File: config.mk
export PLATFORM = sky130hd
export DESIGN_NAME = mac_layer_sequencer
export DESIGN_NICKNAME = d
export VERILOG_FILES = /design/src/rtl/mac_layer_sequencer.sv
export SDC_FILE = /design/constraint.sdc
export NUM_CORES = 1
export LEC_CHECK = 0
export ABC_CLOCK_PERIOD_IN_PS = 4100
export CORE_MARGIN = 8
export CORE_UTILIZATION = 52
export DETAILED_ROUTE_END_ITERATION = 6
export HOLD_SLACK_MARGIN = 0.06
export PLACE_DENSITY = 0.85
export SLEW_MARGIN = 0
export SYNTH_ARGS = -nofsm -noshare
export SYNTH_HDL_FRONTEND = slang
export SYNTH_SLANG_ARGS = --single-unit
File: constraint.sdc
create_clock -name clk -period 4.1 [get_ports clk]
set_clock_uncertainty 0.2 [all_clocks]
set_input_delay 0.615 -clock clk [delete_from_list [all_inputs] [get_ports clk]]
set_output_delay 0.615 -clock clk [all_outputs]
set_load 0.01 [all_outputs]
File: src/rtl/mac_layer_sequencer.sv
// mac_layer_sequencer
//
// Runs the MAC array datapath through one neural-network layer, one neuron at
// a time. For each neuron it clears the accumulator, reads the bias, streams
// the neuron's DMA beats into the array, triggers the read, waits for the
// datapath result and offers it on a valid/ready output stream.
//
// Optional feature:
//   MAC_SEQ_TIMEOUT_EN - abort a neuron that waits TIMEOUT cycles for mac_done.
//                        The abort returns to IDLE and raises a sticky
//                        err_timeout. When the macro is undefined, WAIT has no
//                        limit and err_timeout is tied to 0.
//
// Ports:
//   clk, rst                  clock and synchronous active-high reset
//   start, num_neurons,
//   num_beats, mode           layer request (sampled in IDLE only)
//   busy, layer_done,
//   err_timeout               layer status
//   dma_valid / dma_ready     DMA beat handshake
//   bias_rd, bias_addr        bias cache read
//   mac_en, mac_clr,
//   mac_read_en, mac_op_mode  datapath controls
//   mac_done, mac_result      datapath result
//   out_valid / out_ready,
//   out_data, out_idx         per-neuron result stream
//
// state  | meaning
// IDLE   | no layer in progress; waits for start
// CLEAR  | clears the accumulator and reads the bias for neuron idx
// STREAM | accepts the neuron's DMA beats
// READ   | one-cycle read trigger to the datapath
// WAIT   | waits for mac_done
// OUTPUT | holds the result until the consumer accepts it

module mac_layer_sequencer #(
  parameter int NEURON_W = 8,
  parameter int BEAT_W   = 8,
  parameter int ADDR_W   = 8,
  parameter int TIMEOUT  = 64
) (
  input  logic                clk,
  input  logic                rst,
  input  logic                start,
  input  logic [NEURON_W-1:0] num_neurons,
  input  logic [BEAT_W-1:0]   num_beats,
  input  logic                mode,
  output logic                busy,
  output logic                layer_done,
  output logic                err_timeout,
  input  logic                dma_valid,
  output logic                dma_ready,
  output logic                bias_rd,
  output logic [ADDR_W-1:0]   bias_addr,
  output logic                mac_en,
  output logic                mac_clr,
  output logic                mac_read_en,
  output logic                mac_op_mode,
  input  logic                mac_done,
  input  logic [15:0]         mac_result,
  output logic                out_valid,
  input  logic                out_ready,
  output logic [15:0]         out_data,
  output logic [NEURON_W-1:0] out_idx
);

  localparam logic [BEAT_W-1:0]   BEAT_ONE   = BEAT_W'(1);
  localparam logic [NEURON_W-1:0] NEURON_ONE = NEURON_W'(1);

  typedef enum logic [2:0] {
    S_IDLE,
    S_CLEAR,
    S_STREAM,
    S_READ,
    S_WAIT,
    S_OUTPUT
  } state_t;

  state_t              state_q, state_d;
  logic [NEURON_W-1:0] n_neurons_q, n_neurons_d;
  logic [NEURON_W-1:0] idx_q, idx_d;
  logic [NEURON_W-1:0] out_idx_q, out_idx_d;
  logic [BEAT_W-1:0]   n_beats_q, n_beats_d;
  logic [BEAT_W-1:0]   beat_cnt_q, beat_cnt_d;
  logic [15:0]         out_data_q, out_data_d;
  logic                mode_q, mode_d;
  logic                layer_done_q, layer_done_d;
  logic                tmo_hit;

`ifdef MAC_SEQ_TIMEOUT_EN
  localparam int TW = $clog2(TIMEOUT + 1);

  logic [TW-1:0] tmo_q, tmo_d;
  logic          err_q, err_d;

  // Fires in the last allowed WAIT cycle when mac_done is still absent.
  assign tmo_hit = (state_q == S_WAIT) && !mac_done && (tmo_q == TW'(TIMEOUT - 1));

  always_comb begin
    tmo_d = tmo_q;
    err_d = err_q;
    // READ always precedes WAIT, so clearing here gives a fresh count on entry.
    if (state_q == S_READ) begin
      tmo_d = '0;
    end else if ((state_q == S_WAIT) && !mac_done && !tmo_hit) begin
      tmo_d = tmo_q + TW'(1);
    end
    if ((state_q == S_IDLE) && start) begin
      err_d = 1'b0;
    end else if (tmo_hit) begin
      err_d = 1'b1;
    end
  end

  always_ff @(posedge clk) begin
    if (rst) begin
      tmo_q <= '0;
      err_q <= 1'b0;
    end else begin
      tmo_q <= tmo_d;
      err_q <= err_d;
    end
  end

  assign err_timeout = err_q;
`else
  logic unused_cfg;
  assign unused_cfg  = ^TIMEOUT;
  assign tmo_hit     = 1'b0;
  assign err_timeout = 1'b0;
`endif

  always_comb begin
    state_d      = state_q;
    n_neurons_d  = n_neurons_q;
    n_beats_d    = n_beats_q;
    mode_d       = mode_q;
    idx_d        = idx_q;
    beat_cnt_d   = beat_cnt_q;
    out_data_d   = out_data_q;
    out_idx_d    = out_idx_q;
    layer_done_d = 1'b0;

    case (state_q)
      S_IDLE: begin
        if (start) begin
          n_neurons_d = num_neurons;
          // A zero beat count runs as a single beat.
          n_beats_d   = (num_beats == '0) ? BEAT_ONE : num_beats;
          mode_d      = mode;
          idx_d       = '0;
          if (num_neurons == '0) begin
            layer_done_d = 1'b1;
          end else begin
            state_d = S_CLEAR;
          end
        end
      end
      S_CLEAR: begin
        beat_cnt_d = '0;
        state_d    = S_STREAM;
      end
      S_STREAM: begin
        if (dma_valid) begin
          beat_cnt_d = beat_cnt_q + BEAT_ONE;
          if (beat_cnt_q == n_beats_q - BEAT_ONE) begin
            state_d = S_READ;
          end
        end
      end
      S_READ: begin
        state_d = S_WAIT;
      end
      S_WAIT: begin
        if (mac_done) begin
          out_data_d = mac_result;
          out_idx_d  = idx_q;
          state_d    = S_OUTPUT;
        end else if (tmo_hit) begin
          state_d = S_IDLE;
        end
      end
      S_OUTPUT: begin
        if (out_ready) begin
          if (idx_q == n_neurons_q - NEURON_ONE) begin
            layer_done_d = 1'b1;
            state_d      = S_IDLE;
          end else begin
            idx_d   = idx_q + NEURON_ONE;
            state_d = S_CLEAR;
          end
        end
      end
      default: begin
        state_d = S_IDLE;
      end
    endcase
  end

  always_ff @(posedge clk) begin
    if (rst) begin
      state_q      <= S_IDLE;
      n_neurons_q  <= '0;
      n_beats_q    <= '0;
      mode_q       <= 1'b0;
      idx_q        <= '0;
      beat_cnt_q   <= '0;
      out_data_q   <= '0;
      out_idx_q    <= '0;
      layer_done_q <= 1'b0;
    end else begin
      state_q      <= state_d;
      n_neurons_q  <= n_neurons_d;
      n_beats_q    <= n_beats_d;
      mode_q       <= mode_d;
      idx_q        <= idx_d;
      beat_cnt_q   <= beat_cnt_d;
      out_data_q   <= out_data_d;
      out_idx_q    <= out_idx_d;
      layer_done_q <= layer_done_d;
    end
  end

  assign busy        = (state_q != S_IDLE);
  assign layer_done  = layer_done_q;
  assign dma_ready   = (state_q == S_STREAM);
  // Only combinational input-to-output path in the block.
  assign mac_en      = (state_q == S_STREAM) && dma_valid;
  assign mac_clr     = (state_q == S_CLEAR);
  assign bias_rd     = (state_q == S_CLEAR);
  assign bias_addr   = ADDR_W'(idx_q);
  assign mac_read_en = (state_q == S_READ);
  assign mac_op_mode = (state_q != S_IDLE) && mode_q;
  assign out_valid   = (state_q == S_OUTPUT);
  assign out_data    = out_data_q;
  assign out_idx     = out_idx_q;

endmodule
==> impl_metrics.yaml, run 1 <==
routing:
  final_antenna_net_count: 0
  drc_errors: 0
  viasPerCell: 5.42
  wl_microns: 7570
  vias: 2865
  drt_iter0_drc: 206
  firstDrtPassIters: 4
  drt-wirelength-per-cell_microns: 14.3
critical_path:
  criticalPathCategory: "reg -> out"
  required_ps: 3280
  ff2ff_setup_slack_ps: 1660
  timing.rr.start: "n_neurons_q[0]"
  timing.rr.end: "bias_addr[0]"
  setup.worst_path.start: "state_q[1]"
  cp.arrival_ps: 2160
  critPathCaptureType: "output port"
  start_kind: "register"
  worst_r2r_path_depth: 8
  cp_max_fo: 12
cells_and_area:
  n_antenna_cell: 0
  multiInputGateArea_sq_um: 1660
  finalInstanceArea_sq_um: 4000
  syn_to_final_growth_pct: 31.5
  seqCellArea_sq_um: 1220
  nets: 493
  layoutNonFillerInstCount: 529
  drive_above_1_share_pct: 6.39
  num-fill-cells: 457
synth:
  synth_flop_cell: "dfxtp_1"
  synth-seq-cells: 61
  syn_nets: 429
  yosysUniqueCellTypes: 54
  syn_area_per_cell_sq_um: 7.88
  syn_area_sq_um: 3040
  yosysSeqAreaShare_pct: 40.2
  syn_inst: 386
  synth_edf_count: 0
  async_flop_share_pct: 0
  yosysWarnings: 0
clocking:
  cts_tree: "done"
  cts_resized: 0
  cts.sinks: 61
  clk_latency_ps: 330
  ctsHoldBuffers: 0
  clock_path_buffers: 2
  htreeDepth: 3
  cts-root-buf: "clkbuf_8"
  clk_pin_slew_ps: 60
  post_cts_buffers: 0
  numCtsBuffers: 9
placed_design:
  dpl_cell_area_sq_um: 3800
  dp.cells: 514
  place_congestion: 0.856
  io_buffers: 79
  dpl.hpwl_microns: 5540
global_route:
  grt_max_degree: 38
  overflow: 0
  globalRouteTotalUtil_pct: 17.9
  grt_pass1_wl_microns: 12700
  antenna_found_initial: 0
  grt_pass1_vias: 2853
pwr:
  p_clk_share_pct: 34.5
  swShare_pct: 29.3
  power_density_nw_per_um2: 389
  intPower_mw: 1.10
  p_leak_nw: 1.40
  combPwrFrac_pct: 22.6
  pwr-share-seq_pct: 42.9
  p_switching_mw: 0.455
  totalPowerFinal_mw: 1.56
  irDropWorstVdd_mv: 0.263
floorplan:
  row_count: 28
  die_w_microns: 92.5
  start_util_pct: 52.6
  die_height_microns: 92.5
  die_area_sq_um: 8550
  core_area_sq_um: 5780
  io-pin-count: 81
hold_path:
  min_from: "out_data[7]"
  min_to: "out_data[7]"
  hold_depth: 2
  worstHoldPathType: "reg -> reg"
sta:
  holdWs_ps: 253
  finalCritPeriodShare_pct: 72.5
  maxSlewViolCount: 0
  setup_viol: 0
  rsz0062_at_grt: "false"
  relSlewSlack_pct: 39.6
  tns_ps: 0
  tightest_slew_ps: 903
  hold_viol: 0
  fin_crit_ps: 2970
  fmax_mhz: 336
status:
  status: "finished, final reports clean"
flow_run:
  drv_cap: 0
[flip-flops by register name, indices dropped and copies added, names as in the netlist]
register     flops
out_data        16
beat_cnt_q       8
bias_addr        8
n_beats_q        8
n_neurons_q      8
out_idx          8
state_q          3
layer_done       1
mode_q           1
[layer usage]
metal,vias to the layer above,global-route usage [%],wire [microns]
met4,0,7.52,70
met1,1326,20.1,3220
met2,76,29.9,3640
met3,7,6.80,639
li1,1456,-,-
met5,-,0,0
[cell usage in the layout (no fill, tap or decap), drive strengths merged, types with 2 or more instances in the layout]
| cell type | n |
|---|---|
| or4 | 5 |
| inv | 9 |
| nor2 | 18 |
| clkbuf | 12 |
| a21oi | 54 |
| o31ai | 4 |
| or2 | 3 |
| mux2i | 2 |
| nor4 | 6 |
| a31oi | 4 |
| nand2b | 3 |
| o21ai | 3 |
| xnor2 | 12 |
| clkdlybuf4s50 | 78 |
| clkinvlp | 2 |
| nor3b | 3 |
| and3 | 5 |
| or3 | 3 |
| nand2 | 91 |
| ha | 4 |
| nand3b | 4 |
| xor2 | 14 |
| o211ai | 2 |
| and2 | 2 |
| a211oi | 3 |
| nand3 | 12 |
| o21a | 2 |
| nor3 | 6 |
| buf | 2 |
| nand4 | 8 |
| dfxtp | 61 |
| nor2b | 2 |
[synthesized netlist by cell type (2+ instances only)]
cell      count  area [sq um]
and3_1        5          31.3
nor2b_1       2          12.5
or4_1         5          37.5
and2_1        2          12.5
nor3_1        4          20.0
dfxtp_1      61          1220
xor2_1       13           114
nand3_1      11          55.1
a31oi_1       4          25.0
nand2b_1      3          18.8
inv_1         8          30.0
mux2i_1       2          20.0
a21oi_1      54           270
xnor2_1      12           105
nor3b_1       3          22.5
nor4_1        6          37.5
ha_1          4          50.1
or2_2         3          18.8
buf_2         4          20.0
or3_1         3          18.8
nand2_1      90           338
o21a_1        2          15.0
clkbuf_1     19          71.3
o211ai_1      2          15.0
o21ai_0       2          10.0
nand4_1       8          50.1
nor2_1       18          67.6
a211oi_1      3          22.5
o31ai_1       4          30.0
nand3b_1      4          30.0
buf_4         2          15.0
[power groups by stage]
stage	combinational [mW]	sequential [mW]	clock [mW]
6_report	0.351	0.668	0.537
5_1_grt	0.388	0.676	0.572
4_1_cts	0.352	0.668	0.546
3_5_place_dp	0.350	0.681	0
3_3_place_gp	0.339	0.679	0
2_1_floorplan	0.257	0.662	0
[kinds of logic (layout without fill, tap and decap cells)]
group                      Yosys count  count (layout)  synth area share (%)
muxes                                3               3                  1.03
buffers and inverters               36             104                  5.39
other                                1               1                 0.123
DFF                                 61              61                  40.2
adders and majority gates            4               4                  1.65
and+or+nand+nor                    173             173                  27.5
AOI/OAI and AO/OA                   82              82                  16.4
xor gates and xnor gates            26              26                  7.74
[critical path, cell delays in order (launching register included)]
cell and delay [ps]:
dfxtp_1 550, nor3b_1 490, and2_1 240, clkdlybuf4s50_1 550
[worst max-delay path by stage]
stage	endpoint	slack, ps
after floorplan	bias_addr[0]	1780
after global placement	mac_en	1460
after detailed placement	mac_en	1440
after CTS	mac_en	1110
after global routing	mac_en	900
final	mac_en	1130
[through the flow]
| step | util [%] | worst slack [ps] |
|---|---|---|
| 5_1_grt | 69.2 | 898 |
| 2_1_floorplan | - | 1780 |
| 3_5_place_dp | 65.7 | 1440 |
| 6_report | 69.2 | 1130 |
| 3_3_place_gp | 65.7 | 1460 |
| 4_1_cts | 69.2 | 1110 |
[area by class of cell]
class                           count  area share, %
Multi-Input combinational cell    289           41.4
Timing Repair Buffer               80           19.8
Tap cell                           75           2.35
Clock inverter                      3           1.13
Clock buffer                       12           3.88
Inverter                            9          0.845
Sequential cell                    61           30.5
(Power assumes the default switching activity.)
==> run 2: changes to the inputs <==
- ABC_CLOCK_PERIOD_IN_PS: 4100 -> 2480
- CORE_UTILIZATION: 52 -> 44
- PLACE_DENSITY: 0.85 -> 0.77
- clock period: 4.1 -> 2.48 ns (I/O delays scaled with it)
==> run 2 against run 1 <==
Effect of this change: first-iteration DRC count down 54%; sequential share of layout area fell by 1.4 points; die area grew 15%; worst setup slack got worse by 1100 ps; global-route usage shrank 1.2 points; core utilization is 7.1 points lower; count of clock-buffer cells in the layout decreased by 1; critical path depth up 5; total power grew 75%; hold slack worse by 14 ps.
==> impl_metrics.yaml, run 2 (same netlist as run 1, synthesis figures left out) <==
sta:
  fmax_mhz: 411
  tightest_slew_ps: 586
  tns_ps: 0
  holdWs_ps: 240
  setup_viol: 0
  fin_crit_ps: 2430
  relSlewSlack_pct: 60.6
  maxSlewViolCount: 0
  finalCritPeriodShare_pct: 98.0
  rsz0062_at_grt: "true"
  hold_viol: 0
clocking:
  cts.sinks: 61
  htreeDepth: 3
  clk_latency_ps: 340
  numCtsBuffers: 9
  ctsHoldBuffers: 0
  cts-root-buf: "clkbuf_8"
  clk_pin_slew_ps: 70
  clock_path_buffers: 2
  cts_tree: "done"
flow_run:
  drv_cap: 0
critical_path:
  ff2ff_setup_slack_ps: 50
  criticalPathCategory: "reg -> reg"
  required_ps: 2550
  timing.rr.end: "bias_addr[0]"
  cp_max_fo: 8
  cp.arrival_ps: 2500
  worst_r2r_path_depth: 8
  timing.rr.start: "n_neurons_q[1]"
  start_kind: "register"
  critPathCaptureType: "register"
hold_path:
  min_from: "rst"
  hold_depth: 2
  min_to: "out_data[6]"
  worstHoldPathType: "in -> reg"
cells_and_area:
  drive_above_1_share_pct: 11.2
  final_cell_mix: "90 x nand2_1, 77 x clkdlybuf4s50_1, 60 x dfxtp_1"
  n_antenna_cell: 0
  num-fill-cells: 592
  syn_to_final_growth_pct: 38.0
  nets: 513
  largest_register_ffs: 16
  layoutNonFillerInstCount: 554
  finalInstanceArea_sq_um: 4200
  final_common_cell: "nand2_1"
placed_design:
  dp.cells: 536
  place_congestion: 0.828
  io_buffers: 79
  dpl_cell_area_sq_um: 3930
  dpl.hpwl_microns: 6050
status:
  status: "finished, final reports clean"
floorplan:
  start_util_pct: 45.0
  die_w_microns: 99.1
  die_height_microns: 99.1
  die_area_sq_um: 9830
  row_count: 30
  io-pin-count: 81
  core_area_sq_um: 6760
global_route:
  grt_max_degree: 25
  globalRouteTotalUtil_pct: 16.7
  grt_pass1_vias: 2908
  grt_pass1_wl_microns: 13400
  overflow: 0
  antenna_found_initial: 0
routing:
  firstDrtPassIters: 4
  drc_errors: 0
  wl_microns: 8390
  vias: 2980
  final_antenna_net_count: 0
  drt_iter0_drc: 95
  drt-wirelength-per-cell_microns: 15.1
  viasPerCell: 5.38
pwr:
  irDropWorstVdd_mv: 0.481
  power_density_nw_per_um2: 650
  p_leak_nw: 1.54
## run 2: worst max path at each step
stage / startpoint / to / slack (ps) / depth (start not counted)
after global placement: n_neurons_q[1] / bias_addr[0] / 170 / 8
after global routing: n_neurons_q[1] / bias_addr[0] / -50 / 8
after floorplan: n_neurons_q[0] / bias_addr[0] / 160 / 9
final: n_neurons_q[1] / bias_addr[0] / 50 / 8
after CTS: state_q[2] / mac_clr / 4 / 2
after detailed placement: n_neurons_q[1] / bias_addr[0] / 100 / 8
## run 2: layout make-up
| class | count | area, sq um | area share (%) |
|---|---|---|---|
| Inverter | 9 | 33.8 | 0.805 |
| Clock buffer | 11 | 141 | 3.37 |
| Tap cell | 80 | 100 | 2.39 |
| Clock inverter | 4 | 72.6 | 1.73 |
| Timing Repair Buffer | 99 | 938 | 22.4 |
| Sequential cell | 61 | 1220 | 29.1 |
| Multi-Input combinational cell | 290 | 1690 | 40.2 |
## run 2: critical path, cell delays in order (launching register included)
cell and delay, ps:
dfxtp_1 340, inv_1 70, ha_2 200, nand2b_1 110, or4b_4 490, a22oi_2 250
o211a_4 260, mux2_1 320, a21oi_1 110
## run 2: metal layers
layer	vias up	global-route usage (%)	routed length [microns]
met1	1378	19.4	3660
met3	16	6.42	640
met5	-	0	0
li1	1501	-	-
met4	0	6.87	161
met2	85	27.1	3920
## run 2: through the flow
step	power, mW	setup WS, ps	util [%]
floorplan	1.52	161	-
global placement	1.72	165	58.2
detailed placement	1.74	95.7	58.2
CTS	2.71	3.77	61.4
global route	2.85	-49.8	62.1
finish	2.73	48.7	62.1
## run 2: report_power, final
group	internal (mW)	switching, mW	total [mW]
combinational	0.310	0.350	0.660
clock	0.586	0.383	0.969
sequential	1.03	0.0644	1.10
## run 2: what timing repair did
action / CTS / global route
resized for setup: 0 / 6
endpoints found under the setup margin: 0 / 10
setup buffers: 0 / 2
